[config.mk]
export PLATFORM = sky130hd
export DESIGN_NAME = sensor_poll_sequencer
export DESIGN_NICKNAME = d
export VERILOG_FILES = /design/src/rtl/sensor_poll_sequencer.sv
export SDC_FILE = /design/constraint.sdc
export NUM_CORES = 1
export LEC_CHECK = 0
export CAP_MARGIN = 15
export CORE_ASPECT_RATIO = 1.75
export CORE_MARGIN = 3
export CORE_UTILIZATION = 45
export CTS_CLUSTER_DIAMETER = 30
export DETAILED_ROUTE_END_ITERATION = 16
export PLACE_DENSITY = 0.67
export SLEW_MARGIN = 10
export SYNTH_ARGS = -nofsm -noshare
export SYNTH_HDL_FRONTEND = slang
export SYNTH_SLANG_ARGS = --single-unit
[constraint.sdc]
create_clock -name clk -period 2.7 [get_ports clk]
set_input_delay 0.54 -clock clk [delete_from_list [all_inputs] [get_ports clk]]
set_output_delay 0.54 -clock clk [all_outputs]
set_load 0.005 [all_outputs]
[src/rtl/sensor_poll_sequencer.sv]
// Periodic three-byte register read over the SPI byte engine.
// Ports: clk, reset (async low), enable; byte_start/byte_tx/byte_done/byte_rx
// engine handshake; cs_hold; sample/sample_valid/above_thr; timeout_err.
module sensor_poll_sequencer #(
  parameter int unsigned POLL_CYCLES = 1000,
  parameter logic [7:0]  REG_ADDR    = 8'h33,
  parameter int unsigned TIMEOUT     = 255,
  parameter logic [15:0] THRESH      = 16'h0800
) (
  input  logic        clk,
  input  logic        reset,
  input  logic        enable,
  output logic        byte_start,
  output logic [7:0]  byte_tx,
  input  logic        byte_done,
  input  logic [7:0]  byte_rx,
  output logic        cs_hold,
  output logic [15:0] sample,
  output logic        sample_valid,
  output logic        above_thr,
  output logic        timeout_err
);

  typedef enum logic [2:0] {
    IDLE, WAIT, ADDR, DATA_H, DATA_L, DONE
  } state_t;

  localparam logic [19:0] POLL_LOAD = 20'(POLL_CYCLES - 1);
  localparam logic [7:0]  WD_LAST   = 8'(TIMEOUT - 1);
  localparam logic [7:0]  TX_ADDR   = REG_ADDR | 8'h80;

  state_t      state, state_nx;
  logic        issued, issued_nx;
  logic [7:0]  wd, wd_nx;
  logic [19:0] cnt, cnt_nx;
  logic [7:0]  hi, hi_nx;
  logic [7:0]  lo, lo_nx;

  logic        byte_start_nx;
  logic [7:0]  byte_tx_nx;
  logic        cs_hold_nx;
  logic [15:0] sample_nx;
  logic        sample_valid_nx;
  logic        above_thr_nx;
  logic        timeout_err_nx;

  logic        in_byte;
  logic        got;
  logic        tmo;

  // issued: the byte_start for this state has gone out, so
  // byte_done and the watchdog only count after that.
  assign in_byte = (state == ADDR) || (state == DATA_H) ||
                   (state == DATA_L);
  assign got = in_byte && issued && byte_done;
  assign tmo = in_byte && issued && !byte_done &&
               (wd == WD_LAST);

  always_ff @(posedge clk or negedge reset) begin
    if (!reset) state <= IDLE;
    else        state <= state_nx;
  end

  always_comb begin
    state_nx = state;
    unique case (state)
      IDLE:    if (enable) state_nx = ADDR;
      WAIT:    if (cnt == '0) state_nx = enable ? ADDR : IDLE;
      ADDR:    if (got) state_nx = DATA_H;
               else if (tmo) state_nx = WAIT;
      DATA_H:  if (got) state_nx = DATA_L;
               else if (tmo) state_nx = WAIT;
      DATA_L:  if (got) state_nx = DONE;
               else if (tmo) state_nx = WAIT;
      DONE:    state_nx = WAIT;
      default: state_nx = IDLE;
    endcase
  end

  always_comb begin
    byte_start_nx   = in_byte && !issued;
    issued_nx       = in_byte && (state_nx == state);
    byte_tx_nx      = byte_tx;
    if (byte_start_nx)
      byte_tx_nx = (state == ADDR) ? TX_ADDR : 8'h00;
    cs_hold_nx      = in_byte && (state_nx != WAIT) &&
                      (cs_hold || byte_start_nx);
    wd_nx           = (!in_byte || byte_start_nx) ?
                      8'h00 : wd + 8'd1;
    hi_nx           = (state == DATA_H && got) ? byte_rx : hi;
    lo_nx           = (state == DATA_L && got) ? byte_rx : lo;
    sample_nx       = sample;
    sample_valid_nx = 1'b0;
    above_thr_nx    = above_thr;
    timeout_err_nx  = timeout_err;
    cnt_nx          = cnt;
    unique case (1'b1)
      (state == DONE): begin
        sample_nx       = {hi, lo};
        sample_valid_nx = 1'b1;
        above_thr_nx    = ({hi, lo} > THRESH);
        timeout_err_nx  = 1'b0;
        cnt_nx          = POLL_LOAD;
      end
      tmo: begin
        timeout_err_nx = 1'b1;
        cnt_nx         = POLL_LOAD;
      end
      (state == WAIT): begin
        if (cnt != '0) cnt_nx = cnt - 20'd1;
      end
      (state == IDLE): cnt_nx = '0;
      default: ;
    endcase
  end

  always_ff @(posedge clk or negedge reset) begin
    if (!reset) begin
      issued       <= 1'b0;
      wd           <= '0;
      cnt          <= '0;
      hi           <= '0;
      lo           <= '0;
      byte_start   <= 1'b0;
      byte_tx      <= '0;
      cs_hold      <= 1'b0;
      sample       <= '0;
      sample_valid <= 1'b0;
      above_thr    <= 1'b0;
      timeout_err  <= 1'b0;
    end else begin
      issued       <= issued_nx;
      wd           <= wd_nx;
      cnt          <= cnt_nx;
      hi           <= hi_nx;
      lo           <= lo_nx;
      byte_start   <= byte_start_nx;
      byte_tx      <= byte_tx_nx;
      cs_hold      <= cs_hold_nx;
      sample       <= sample_nx;
      sample_valid <= sample_valid_nx;
      above_thr    <= above_thr_nx;
      timeout_err  <= timeout_err_nx;
    end
  end

endmodule
# [Word level (Yosys, flattened, before mapping)]
# Index checks and enable logic that the tools add are counted.
[op_classes] n_addsub=2 magnitude_cmp=1 eq_ne=9 n_mux=14 n_reduce_logical=24
[op_table] operator="$pmux 20 s3" count=1
[op_table] operator="$logic_not 20->1" count=1
[op_table] operator="$mux 20" count=1
[op_table] operator="$reduce_bool 20->1" count=1
[op_table] operator="$sub 20x1->20 const B" count=1
[op_table] operator="$mux 3" count=6
[op_table] operator="$pmux 3 s6" count=1
[op_table] operator="$gt 16x12->1 const B" count=1
[op_table] operator="$mux 8" count=2
[op_table] operator="$logic_and 1x1->1" count=10
[op_table] operator="$add 8x1->8 const B" count=1
[op_table] operator="$eq 8x8->1 const B" count=1
[op_table] operator="$eq 3x2->1 const B" count=2
[op_table] operator="$eq 3x3->1 const B" count=2
[op_table] operator="$logic_or 1x1->1" count=4
[op_table] operator="$eq 3x1->1 const B" count=1
[op_table] operator="$eq 3x3->1" count=1
[op_table] operator="$logic_not 1->1" count=3
[op_table] operator="$logic_not 3->1" count=1
[op_table] operator="$ne 3x1->1 const B" count=1
[op_table] operator="$reduce_bool 3->1" count=1
[op_table] operator="$mux 2" count=1
[op_table] operator="$ne 2x1->1 const B" count=1
[op_table] operator="$pmux 1 s2" count=1
[op_table] operator="4 further kinds" count=4
[totals] ff_bits=77 inputBits=12 output_inout_bits=29 wordCells=63

# [Logic depth before layout (Yosys ltp)]
[depth] depth_word=12 ltp_mapped=9 mapped_depth_nobuf=7

# [Worst setup path before layout]
# Ideal clock, no wire load.
[synth_timing] path_type="register to register" from="register cnt[10]" to="register cnt[19]" setup_time_ns=0.079 t_arrival_ns=1.963 required_ns=2.621 path_slack_ns=0.658 path_stages_with_launch=6 n_path_buf=0 synth_period_minus_slack_ns=2.042 cell_sequence="dfrtp_1 nor4_4 nand2_4 or4_4 or4_1 a21oi_1"
[synth_via] elab_chain_cells=3 word_cells_on_any_way=6 classes_between="add/sub (1); eq/ne (1); mux (2); reduce/logical (2)"
[synth_rtl] element="start: declaration" line_no="35" source="logic [19:0] cnt, cnt_nx;"
[synth_rtl] element="start signal: assignment" line_no="134" source="cnt <= cnt_nx;"
[synth_rtl] element="$sub 20x1->20 or $reduce_bool 20->1 (tied branches)" line_no="110" source="if (cnt != '0) cnt_nx = cnt - 20'd1;"
[synth_rtl] element="$mux 20 or $ne 2x1->1 (tied branches)"
[synth_rtl] element="$pmux 20 s3 or $reduce_and 2->1 (tied branches)"
# Parallel ways exist; a longest one is shown, timed or not. The select of a mux whose other input is x is not followed.
# A chain may end at the register's enable or synchronous reset.

# [Worst setup path in the final report]
[layout_timing] from="register cnt[2]" to="register cnt[17]"
# Same word-level chain as after synthesis.

==> impl_metrics.tcl <==
set metrics [dict create \
    outcome "finished clean" \
    dr.pass1.iters 6 \
    clk_path_buf_depth 2 \
    worst_pin_slew_ns 0.815 \
    pwr-share-comb_pct 32.9 \
    cts_sinks 70 \
    dieWidth_um 71.7 \
    async_flop_share_pct 100 \
    start_kind "flop" \
    p_clk_share_pct 28.2 \
    ys_seq_elements 70 \
    finalSetupTns_ns 0 \
    portBuffers 37 \
    critPathArrivalTime_ns 2.55 \
    dp_hpwl_um 5240 \
    postSynthCellCount 319 \
    fin_crit_ns 2.29 \
    layout_commonest_cell "dfrtp_1" \
    powerDensity_mw_per_mm2 1010 \
    postCtsResizedCells 0 \
    fin_nets 378 \
    start_util_pct 46.6 \
    final_cell_mix "dfrtp_1 (70), nand2_1 (36), clkdlybuf4s50_1 (36)" \
    hold_class "in2async" \
    drc_errors 0 \
    critPathRequiredTime_ns 2.96 \
    io_pins 41 \
    antenna_found_initial 0 \
    antennaDiodeCount 0 \
    synthDistinctLibCells 50 \
    ir_worst_vdd_uv 626 \
    num_vias 2525 \
    fp-row-count 41 \
    p_total_uw 4230 \
    synth_area_mm2 0.00340 \
    cts_buffers 9 \
    critPathCaptureType "flop" \
    routabilityCongestion 0.904 \
    rsz0062_at_grt "false" \
    finClkSkew_ns 0.00414 \
    detailedRoute.firstIterationViolations 114 \
    power.internal_uw 2790 \
    synth_top_flop_cell "dfrtp_1" \
    grt_max_degree 71 \
    root_buffer "clkbuf_16" \
    yosysWarnings 0 \
    die-height_um 121 \
    crit_fanout 7 \
    switchingPower_uw 1440 \
    vias_per_cell 5.57 \
    cts_tree "yes" \
    fin_util_pct 57.6 \
    post_cts_buffers 0 \
    seqPwrFrac_pct 38.9 \
    grtUsageTotal_pct 18.6 \
    holdBufCountCts 0 \
    gr-total-overflow 0 \
    fin_crit_sh_pct 84.9 \
    setup_viol 0 \
    ant_nets 0 \
    clk_pin_slew_ns 0.06 \
    syn2layout_area_growth_pct 23.5 \
    grt_pass1_wl_um 12600 \
    cap_violations 0 \
    worstSetupPathType "reg2reg" \
    post_drt_wl_per_cell_um 16.3 \
    grt_pass1_vias 2664 \
    max_freq_mhz 436 \
    final-hold-violation-count 0 \
    avgSynthCellArea_um2 10.6 \
    ys_seq_area_share_pct 51.6 \
    fillers 625 \
    dieArea_mm2 0.00867 \
    switching_share_pct 34.0 \
    insertion_delay_ns 0.33 \
    drv_slew 0 \
    drive_above_1_share_pct 19.3 \
    synth_edf_count 0 \
    core_region_area_mm2 0.00728 \
    routed_wirelength_um 7390 \
    cts.htree.levels 3 \
    leakagePower_uw 0.00189 \
    timing.slew.headroom_pct 45.6 \
]
[metal layers]
| metal | vias to the layer above | routed length (um) | global-route usage, % |
|---|---|---|---|
| met1 | 1249 | 2850 | 20.0 |
| met5 | - | 0 | 0 |
| met3 | 14 | 270 | 4.56 |
| met4 | 0 | 184 | 9.06 |
| met2 | 50 | 4080 | 33.2 |
| li1 | 1212 | - | - |
[layout make-up]
type / instances / area, um2 / share of cell area (%)
Timing Repair Buffer: 51 / 483 / 11.5
Clock buffer: 10 / 239 / 5.70
Tap cell: 86 / 108 / 2.56
Clock inverter: 6 / 68.8 / 1.64
Inverter: 9 / 33.8 / 0.805
Multi-Input combinational cell: 221 / 1510 / 36.0
Sequential cell: 70 / 1750 / 41.8
[state kept, by name (all words and copies together), names as in the netlist]
name,count
wd,8
above_thr,1
cs_hold,1
byte_tx,1
cnt,20
lo,8
hi,8
state,3
sample,16
byte_start,1
timeout_err,1
issued,1
sample_valid,1
[logic make-up after synthesis]
| logic type | count (synthesis) | share of synthesized area [%] |
|---|---|---|
| AOI/OAI and AO/OA | 48 | 9.50 |
| xor gates and xnor gates | 6 | 1.55 |
| adders and majority gates | 4 | 1.47 |
| buffers and inverters | 30 | 4.16 |
| DFF | 70 | 51.6 |
| muxes | 32 | 10.4 |
| other | 1 | 0.110 |
| and+or+nand+nor | 128 | 21.2 |
[synthesized netlist by cell type, types with 9 or more instances]
cell type	count	share of area, %
o31ai_1	10	2.2
or4_1	9	2.0
nand3_1	9	1.3
dfrtp_1	70	52
nor2_1	24	2.7
clkbuf_1	12	1.3
inv_1	9	0.99
a21oi_1	16	2.4
mux2_2	27	9.0
nand2_1	36	4.0
[worst max-delay path, cell delays in order (launching register included)]
cell	delay (ns)
dfrtp_1	0.44
nor4_4	0.43
nand3_1	0.30
or4_1	0.49
or4_1	0.41
a21oi_1	0.15
[power groups by stage]
stage / Clock (uW) / Sequential (uW) / Combinational, uW
finish: 1190 / 1640 / 1390
global route: 1260 / 1690 / 1540
CTS: 1210 / 1650 / 1400
detailed placement: 0 / 1660 / 1390
global placement: 0 / 1650 / 1350
floorplan: 0 / 1560 / 933
[per-stage QoR]
stage | std cells | area (um2) | setup WS, ns | hold slack, ns
global placement | 437 | 3890 | 0.180 | 0.463
global route | 453 | 4200 | 0.279 | 0.250
CTS | 453 | 4200 | 0.405 | 0.241
detailed placement | 437 | 3890 | 0.151 | 0.470
finish | 453 | 4200 | 0.408 | 0.197
floorplan | 321 | 3400 | 0.658 | 0.244
[final timing paths]
check | from | endpoint | slack (ns) | cells after the start
setup reg to reg | cnt[2] | cnt[17] | 0.41 | 5
max in group asynchronous | reset | cs_hold | 2.18 | 2
hold / removal | reset | cnt[19] | 0.20 | 2
min in group clk | sample[14] | sample[14] | 0.48 | 2
hold reg to reg | sample[14] | sample[14] | 0.48 | 2
setup / recovery | cnt[2] | cnt[17] | 0.41 | 5
(Power assumes the default switching activity.)
